**src/rtl/vx_warp_ibuffer.sv**
```systemverilog
// vx_warp_ibuffer: per-warp instruction FIFOs with a round-robin
// arbiter feeding a registered valid/ready dispatch output.
//
// Ports:
//   clk, reset      - clock, synchronous active-high reset
//   valid_in        - decoded instruction valid
//   ready_in        - instruction accepted (warp FIFO not full)
//   wid_in, data_in - warp id and payload of incoming instruction
//   valid_out       - instruction presented to dispatch
//   ready_out       - dispatch accepts the presented instruction
//   wid_out         - warp id of presented instruction
//   data_out        - presented payload
//   warp_full       - per-warp FIFO full flags back to fetch
module vx_warp_ibuffer #(
    parameter int NUM_WARPS = 4,
    parameter int DEPTH     = 4,
    parameter int DATAW     = 128
) (
    input  logic                         clk,
    input  logic                         reset,
    input  logic                         valid_in,
    output logic                         ready_in,
    input  logic [$clog2(NUM_WARPS)-1:0] wid_in,
    input  logic [DATAW-1:0]             data_in,
    output logic                         valid_out,
    input  logic                         ready_out,
    output logic [$clog2(NUM_WARPS)-1:0] wid_out,
    output logic [DATAW-1:0]             data_out,
    output logic [NUM_WARPS-1:0]         warp_full
);

    localparam int WW = $clog2(NUM_WARPS);
    localparam int PW = $clog2(DEPTH);
    localparam int CW = PW + 1;

    logic [DATAW-1:0] mem [NUM_WARPS][DEPTH];
    logic [PW-1:0]    rd_ptr [NUM_WARPS];
    logic [PW-1:0]    wr_ptr [NUM_WARPS];
    logic [CW-1:0]    count  [NUM_WARPS];
    logic [WW-1:0]    rr_ptr;

    logic [NUM_WARPS-1:0] req;
    logic [WW-1:0]        gnt;
    logic [WW-1:0]        idx;
    logic                 gnt_any;
    logic                 push;
    logic                 pop;
    logic                 load_en;

    // Full flags come straight from the count registers, so ready_in
    // only depends on wid_in and registered state.
    always_comb begin
        for (int w = 0; w < NUM_WARPS; w++) begin
            warp_full[w] = (count[w] == CW'(DEPTH));
            req[w]       = (count[w] != '0);
        end
    end

    assign ready_in = !warp_full[wid_in];
    assign push     = valid_in && ready_in;
    assign load_en  = !valid_out || ready_out;
    assign pop      = load_en && gnt_any;

    // First requester at or after rr_ptr; the index wraps naturally
    // because NUM_WARPS is a power of two.
    always_comb begin
        gnt     = rr_ptr;
        gnt_any = 1'b0;
        idx     = rr_ptr;
        for (int i = 0; i < NUM_WARPS; i++) begin
            idx = rr_ptr + WW'(i);
            if (!gnt_any && req[idx]) begin
                gnt     = idx;
                gnt_any = 1'b1;
            end
        end
    end

    // Payload storage needs no reset: count gates every read.
    always_ff @(posedge clk) begin
        if (!reset && push) begin
            mem[wid_in][wr_ptr[wid_in]] <= data_in;
        end
    end

    always_ff @(posedge clk) begin
        if (reset) begin
            for (int w = 0; w < NUM_WARPS; w++) begin
                rd_ptr[w] <= '0;
                wr_ptr[w] <= '0;
                count[w]  <= '0;
            end
            rr_ptr    <= '0;
            valid_out <= 1'b0;
            wid_out   <= '0;
            data_out  <= '0;
        end else begin
            if (push) begin
                wr_ptr[wid_in] <= wr_ptr[wid_in] + PW'(1);
            end
            if (pop) begin
                rd_ptr[gnt] <= rd_ptr[gnt] + PW'(1);
            end
            for (int w = 0; w < NUM_WARPS; w++) begin
                count[w] <= count[w]
                          + CW'(push && (wid_in == WW'(w)))
                          - CW'(pop && (gnt == WW'(w)));
            end
            if (load_en) begin
                valid_out <= gnt_any;
                if (gnt_any) begin
                    wid_out  <= gnt;
                    data_out <= mem[gnt][rd_ptr[gnt]];
                    rr_ptr   <= gnt + WW'(1);
                end
            end
        end
    end

endmodule

```
**config.mk**
```make
export PLATFORM = sky130hd
export DESIGN_NAME = vx_warp_ibuffer
export DESIGN_NICKNAME = d
export VERILOG_FILES = /design/src/rtl/vx_warp_ibuffer.sv
export SDC_FILE = /design/constraint.sdc
export NUM_CORES = 2
export LEC_CHECK = 0
export ABC_AREA = 1
export CORE_UTILIZATION = 35
export CTS_CLUSTER_SIZE = 40
export DETAILED_ROUTE_END_ITERATION = 10
export PLACE_DENSITY = 0.64
export SETUP_SLACK_MARGIN = 0.02
export SLEW_MARGIN = 20
export SYNTH_ARGS = -nofsm -noshare
export SYNTH_HDL_FRONTEND = slang
export SYNTH_SLANG_ARGS = --single-unit
```
**constraint.sdc**
```tcl
create_clock -name clk -period 8.3 [get_ports clk]
set_input_delay 1.66 -clock clk [delete_from_list [all_inputs] [get_ports clk]]
set_output_delay 1.66 -clock clk [all_outputs]
set_load 0.005 [all_outputs]
```
# After elaboration in Yosys (flattened, before gate mapping)
# Memories as Yosys holds them, arrays and structs flattened.
# Cells that the tools add are included.
# Widths: inputs -> output; s select.
# word_totals
ff_bits	133
latch_bits	0
mem_bits_rw	2076
mem_bits_ro	0
in_bits	134
output_inout_bits	136
elab_cells	120
memories	4
# memory_table
name	depth	word_bits	rd	rd_clocked_by_memory_dff	wr	line_no	source
mem	4	512	1	0	1	36	logic [DATAW-1:0] mem [NUM_WARPS][DEPTH];
count	4	3	4	0	4	39	logic [CW-1:0] count [NUM_WARPS];
rd_ptr	4	2	1	0	4	37	logic [PW-1:0] rd_ptr [NUM_WARPS];
wr_ptr	4	2	1	0	4	38	logic [PW-1:0] wr_ptr [NUM_WARPS];
# classes
n_addsub	14
mul	0
div_mod_pow	0
magnitude_cmp	8
eq_ne	10
shift	0
mux	43
bitwise_logic	6
reduce_logical	31
# op_table
operator	n
$mux 512	1
$mux 128	3
$bmux 128 s2	1
$demux 128 s2	1
$mux 1	21
$logic_and 1x1->1	15
$lt 2x3->1 const B	5
$mux 2	7
$add 3x1->3	4
$eq 3x3->1 const B	4
$mux 3	4
$reduce_bool 3->1	4
$sub 3x1->3	4
$bmux 1 s2	5
$add 2x1->2 const B	4
$eq 2x2->1 const B	4
$ge 3x3->1 const B	2
$logic_not 1->1	6
$not 2->3	2
$add 2x2->2 const B	2
$eq 2x1->1 const B	2
$logic_not 2->1	2
$or 1x1->1	4
$reduce_or 2->1	2
other kinds (3)	3

# Logic depth before layout (Yosys ltp)
# logic_depth
ltp_word	19
depth_mapped	25

# Worst setup path before layout
# Ideal clock, no wire load.
# synth_path
path_kind	input to register
start	in wid_in[0]
end	mem mem[0][0] (netlist name), enable pin
arrival_ps	8154
slack_ps	-471
stages	8
path_buffers	0
path_cell_list	nand2_1 nor3_1 a21o_1 a221oi_1 nand2_1 nor2_1 nand2_1 nor2_1
# synth_between
elab_chain_cells	7
word_cells_on_any_way	14
classes_between	order compare (2); mux (6); bitwise (1); reduce/logical (4); memory (1)
# synth_rtl
element	line_no	source
start, declared	23	input logic [$clog2(NUM_WARPS)-1:0] wid_in,
$bmux 1 s2	59	assign ready_in = !warp_full[wid_in];
$mux 1 (implied by the code)	59	
$logic_not 1->1	59	
via ready_in	22	output logic ready_in,
$logic_and 1x1->1	60	assign push = valid_in && ready_in;
$logic_and 1x1->1	81	if (!reset && push) begin
$mux 1	81	
$mux 512 (implied by the code)	82	mem[wid_in][wr_ptr[wid_in]] <= data_in;
end, declared	36	
# The timed path passes the listed nets, and every way through them passes these cells. The select of a mux whose other input is x is not followed.

# Final worst setup path
# layout_path
start	reg rr_ptr[0]
end	reg data_out[108]
# layout_between
elab_chain_cells	17
word_cells_on_any_way	31
classes_between	add/sub (3); mux (18); bitwise (1); reduce/logical (7); memory (2)
# layout_rtl
element	line_no	source
start, declared	40	logic [WW-1:0] rr_ptr;
start signal, assigned	114	rr_ptr <= gnt + WW'(1);
branches (longest 17 deep; another with $add 2x1->2)	-	
end signal, assigned	113	data_out <= mem[gnt][rd_ptr[gnt]];
end, declared	28	output logic [DATAW-1:0] data_out,
# Several ways; the timed one is not identified. The select of a mux whose other input is x is not followed.
# A chain may end at the register's enable or synchronous reset.

==> flow_summary_export.csv <==
group,metric,value,unit
timing,finalCritPeriodShare,74.8,%
yosys,synthAdderAreaFrac,0.247,%
yosys,synth-seq-cells,2209,
clocking,cts_max_path_buffers,3,
detailed_routing,first_pass_iters,9,
timing,fmax,0.161,GHz
floorplan,core-area,265000,um2
yosys,synth_area,93300,um2
setup_path,critPathArrivalTime,7.01,ns
detailed_routing,route.met3.wl,19700,um
detailed_routing,wl_met2,127000,um
setup_path,critPathBufInv,4,
place,hpwl,132000,um
place,gp_congestion,0.775,
setup_path,cp-end-kind,"flop",
layout,finalNetCount,9291,
timing,tightest_slew,1.22,ns
clocking,holdBufCountCts,0,
clocking,postCtsSetupBuffers,0,
place,placed_cell_area,99300,um2
global_route,grt_pass1_vias,61600,
yosys,ys.flop_type,"edfxtp_1",
clocking,path_clk_slew,0.07,ns
setup_path,critical_path_depth,16,
setup_path,cpMostUsedCell,"nand2_1",
yosys,synth.most_common_cell,"nand2_1",
floorplan,initial_utilization,35.2,%
detailed_routing,drc_errors,68,
timing,rsz0062_at_grt,"no",
yosys,synth_nets,9239,
setup_path,cp_max_fo,204,
yosys,avgSynthCellArea,10.3,um2
detailed_routing,drtAntennaViolNets,0,
timing,maxSlewHeadroom,18.6,%
floorplan,num_io_pins,270,
timing,fin_crit,6.21,ns
timing,setup_viol,0,
layout,final_area,106000,um2
floorplan,rows,189,
setup_path,cp-start-kind,"flop",
yosys,yosys.area_share.xor_xnor,0,%
detailed_routing,vias_per_cell,4.99,
layout,drive_gt1_share,4.95,%
clocking,htree_levels,4,
yosys,yosys.area.top_type,"edfxtp_1",
yosys,synth-edff-count,2064,
setup_path,cp_top_family,"simple AND/OR/NAND/NOR gates",
timing,fin_worst_skew,0.0310,ns
floorplan,dieHeight,518,um
global_route,grt_usage,19.1,%
setup_path,rr_worst_depth,16,
yosys,synth_commonest_cells,"4536 x nand2_1, 2064 x edfxtp_1, 849 x nand3_1",
yosys,postSynth.asyncResetShare,0,%
setup_path,cpPeakStageDelay,1.15,ns
global_route,grt_max_degree,205,
run_status,run_status,"finished, violations left",
yosys,yosysUniqueCellTypes,38,
floorplan,dieArea,269000,um2
clocking,clock_latency,0.86,ns
yosys,synth_compound_area_share,0.192,%
timing,finalHoldViolCount,0,
yosys,synth_simple_gate_area_share,25.7,%
global_route,overflow,0,
detailed_routing,maxUsedRoutingLayer,"met5",
clocking,numCtsBuffers,218,
detailed_routing,num_vias,64200,
place,numPortBuffers,269,
yosys,ys_seq_area_share,69.5,%
yosys,synthMuxAreaShare,0,%
detailed_routing,drt-total-wl,262000,um
yosys,synth_top_area_share,66.4,%
job,max_cap_violations,0,
clocking,clock_sinks,2209,
yosys,ys.warnings.count,0,
global_route,grt_pass1_wl,393000,um
yosys,syn_inst,9089,
setup_path,path_cells,"inv_4 -> nand3_1 -> nand2_1 -> o21ai_4 -> nand4_4 -> nand2_8 -> buf_12 -> buf_4 -> nand2_1 -> nand3_1 -> nand2_1 -> nand2_1 -> nand3_1 -> nand3_1 -> nand2_1 -> inv_1",
detailed_routing,drt-initial-drc-count,6487,
yosys,synth_area_leaders,"edfxtp_1 66%, nand2_1 18%, nand3_1 4.6%",
floorplan,die_x,518,um
yosys,synth_top_family_by_area,"simple AND/OR/NAND/NOR gates",
clocking,post_cts_resized,0,
global_route,antenna_found_initial,31,
setup_path,crit_type,"reg2reg",
min_path,hold_class,"reg2reg",
clocking,cts_tree,"done",
detailed_routing,drt-met1-wl,109000,um
run_status,violations,"DRC",
detailed_routing,wire_per_inst,20.3,um
timing,slew_violations,0,
min_path,whs_path_depth,2,
clocking,clockRootBuffer,"clkbuf_16",
setup_path,cp.required,9.10,ns
layout,syn2layout_area_growth,14.1,%
setup_path,slowest_stage,"nand2_8",
[metal layers]
| metal | GRT usage (%) | vias to the layer above |
|---|---|---|
| met4 | 5.33 | 14 |
| met5 | 0 | - |
| met3 | 2.76 | 446 |
| met2 | 32.4 | 2525 |
| met1 | 25.5 | 31300 |
| li1 | - | 29900 |
[layout by cell type (no fill, tap or decap), types with 16 or more instances in the layout]
| master | n |
|---|---|
| clkbuf_16 | 221 |
| clkinv_1 | 31 |
| dfxtp_1 | 145 |
| nand3_1 | 849 |
| nor2_4 | 16 |
| buf_4 | 47 |
| clkbuf_1 | 53 |
| clkinv_2 | 44 |
| inv_1 | 415 |
| edfxtp_1 | 2064 |
| nor2_1 | 297 |
| nand2_1 | 4532 |
| nand3b_1 | 177 |
| buf_12 | 33 |
| clkdlybuf4s50_1 | 268 |
| clkbuf_8 | 28 |
[sequential cells by signal, summed over array words and instances (netlist names)]
name and count:
rr_ptr 2, wr_ptr 8, data_out 128, count 12
wid_out 2, rd_ptr 8, valid_out 1, mem 2048
[worst reg2reg max path, cell delays in order (launching register included)]
cell and delay [ns]:
dfxtp_1 0.57, inv_4 0.13, nand3_1 0.17, nand2_1 0.13, o21ai_4 0.28, nand4_4 0.86, nand2_8 1.16, buf_12 0.97
buf_4 0.97, nand2_1 0.12, nand3_1 0.12, nand2_1 0.07, nand2_1 0.05, nand3_1 0.24, nand3_1 0.18, nand2_1 0.09
inv_1 0.05
[cell families (layout without fill, tap and decap cells)]
group           after synthesis  after routing
other cells                   0              5
fa+ha+maj                    16             16
compound gates               25             25
buf+inv                     941           1187
simple gates               5898           5898
flops                      2209           2209
[worst paths after layout]
path / endpoint / startpoint / slack (ns)
worst max-delay path: data_out[108] / rr_ptr[0] / 2.09
worst min register to register: wid_out[0] / wid_out[0] / 0.48
worst min-delay path: wid_out[0] / wid_out[0] / 0.48
worst max register to register: data_out[108] / rr_ptr[0] / 2.09
[final cells by class]
cell class              count  area, um2
fillers                 24900     159000
diodes                      5       12.5
inverters                 422       1600
well taps                3533       4420
clock buffers             302       6110
repair buffers            351       3730
flip-flops and latches   2209      64900
multi-input cells        5939      24600
clock inverters           112       1070
[stage by stage]
stage	hold WS, ns	cells	TNS (ns)	utilization, %	setup WS [ns]
after floorplan	0.462	9089	-866.38	-	-0.471
final	0.478	12900	0	40.2	2.09
after CTS	0.484	12900	0	40.2	2.20
after detailed placement	0.472	12500	0	37.4	2.19
after global routing	0.508	12900	0	40.2	1.71
after global placement	0.466	12500	0	37.4	2.28
Power is left out: the tool's default activity adds up to more than one toggle a clock period on the data nets, which glitch-free logic cannot reach.
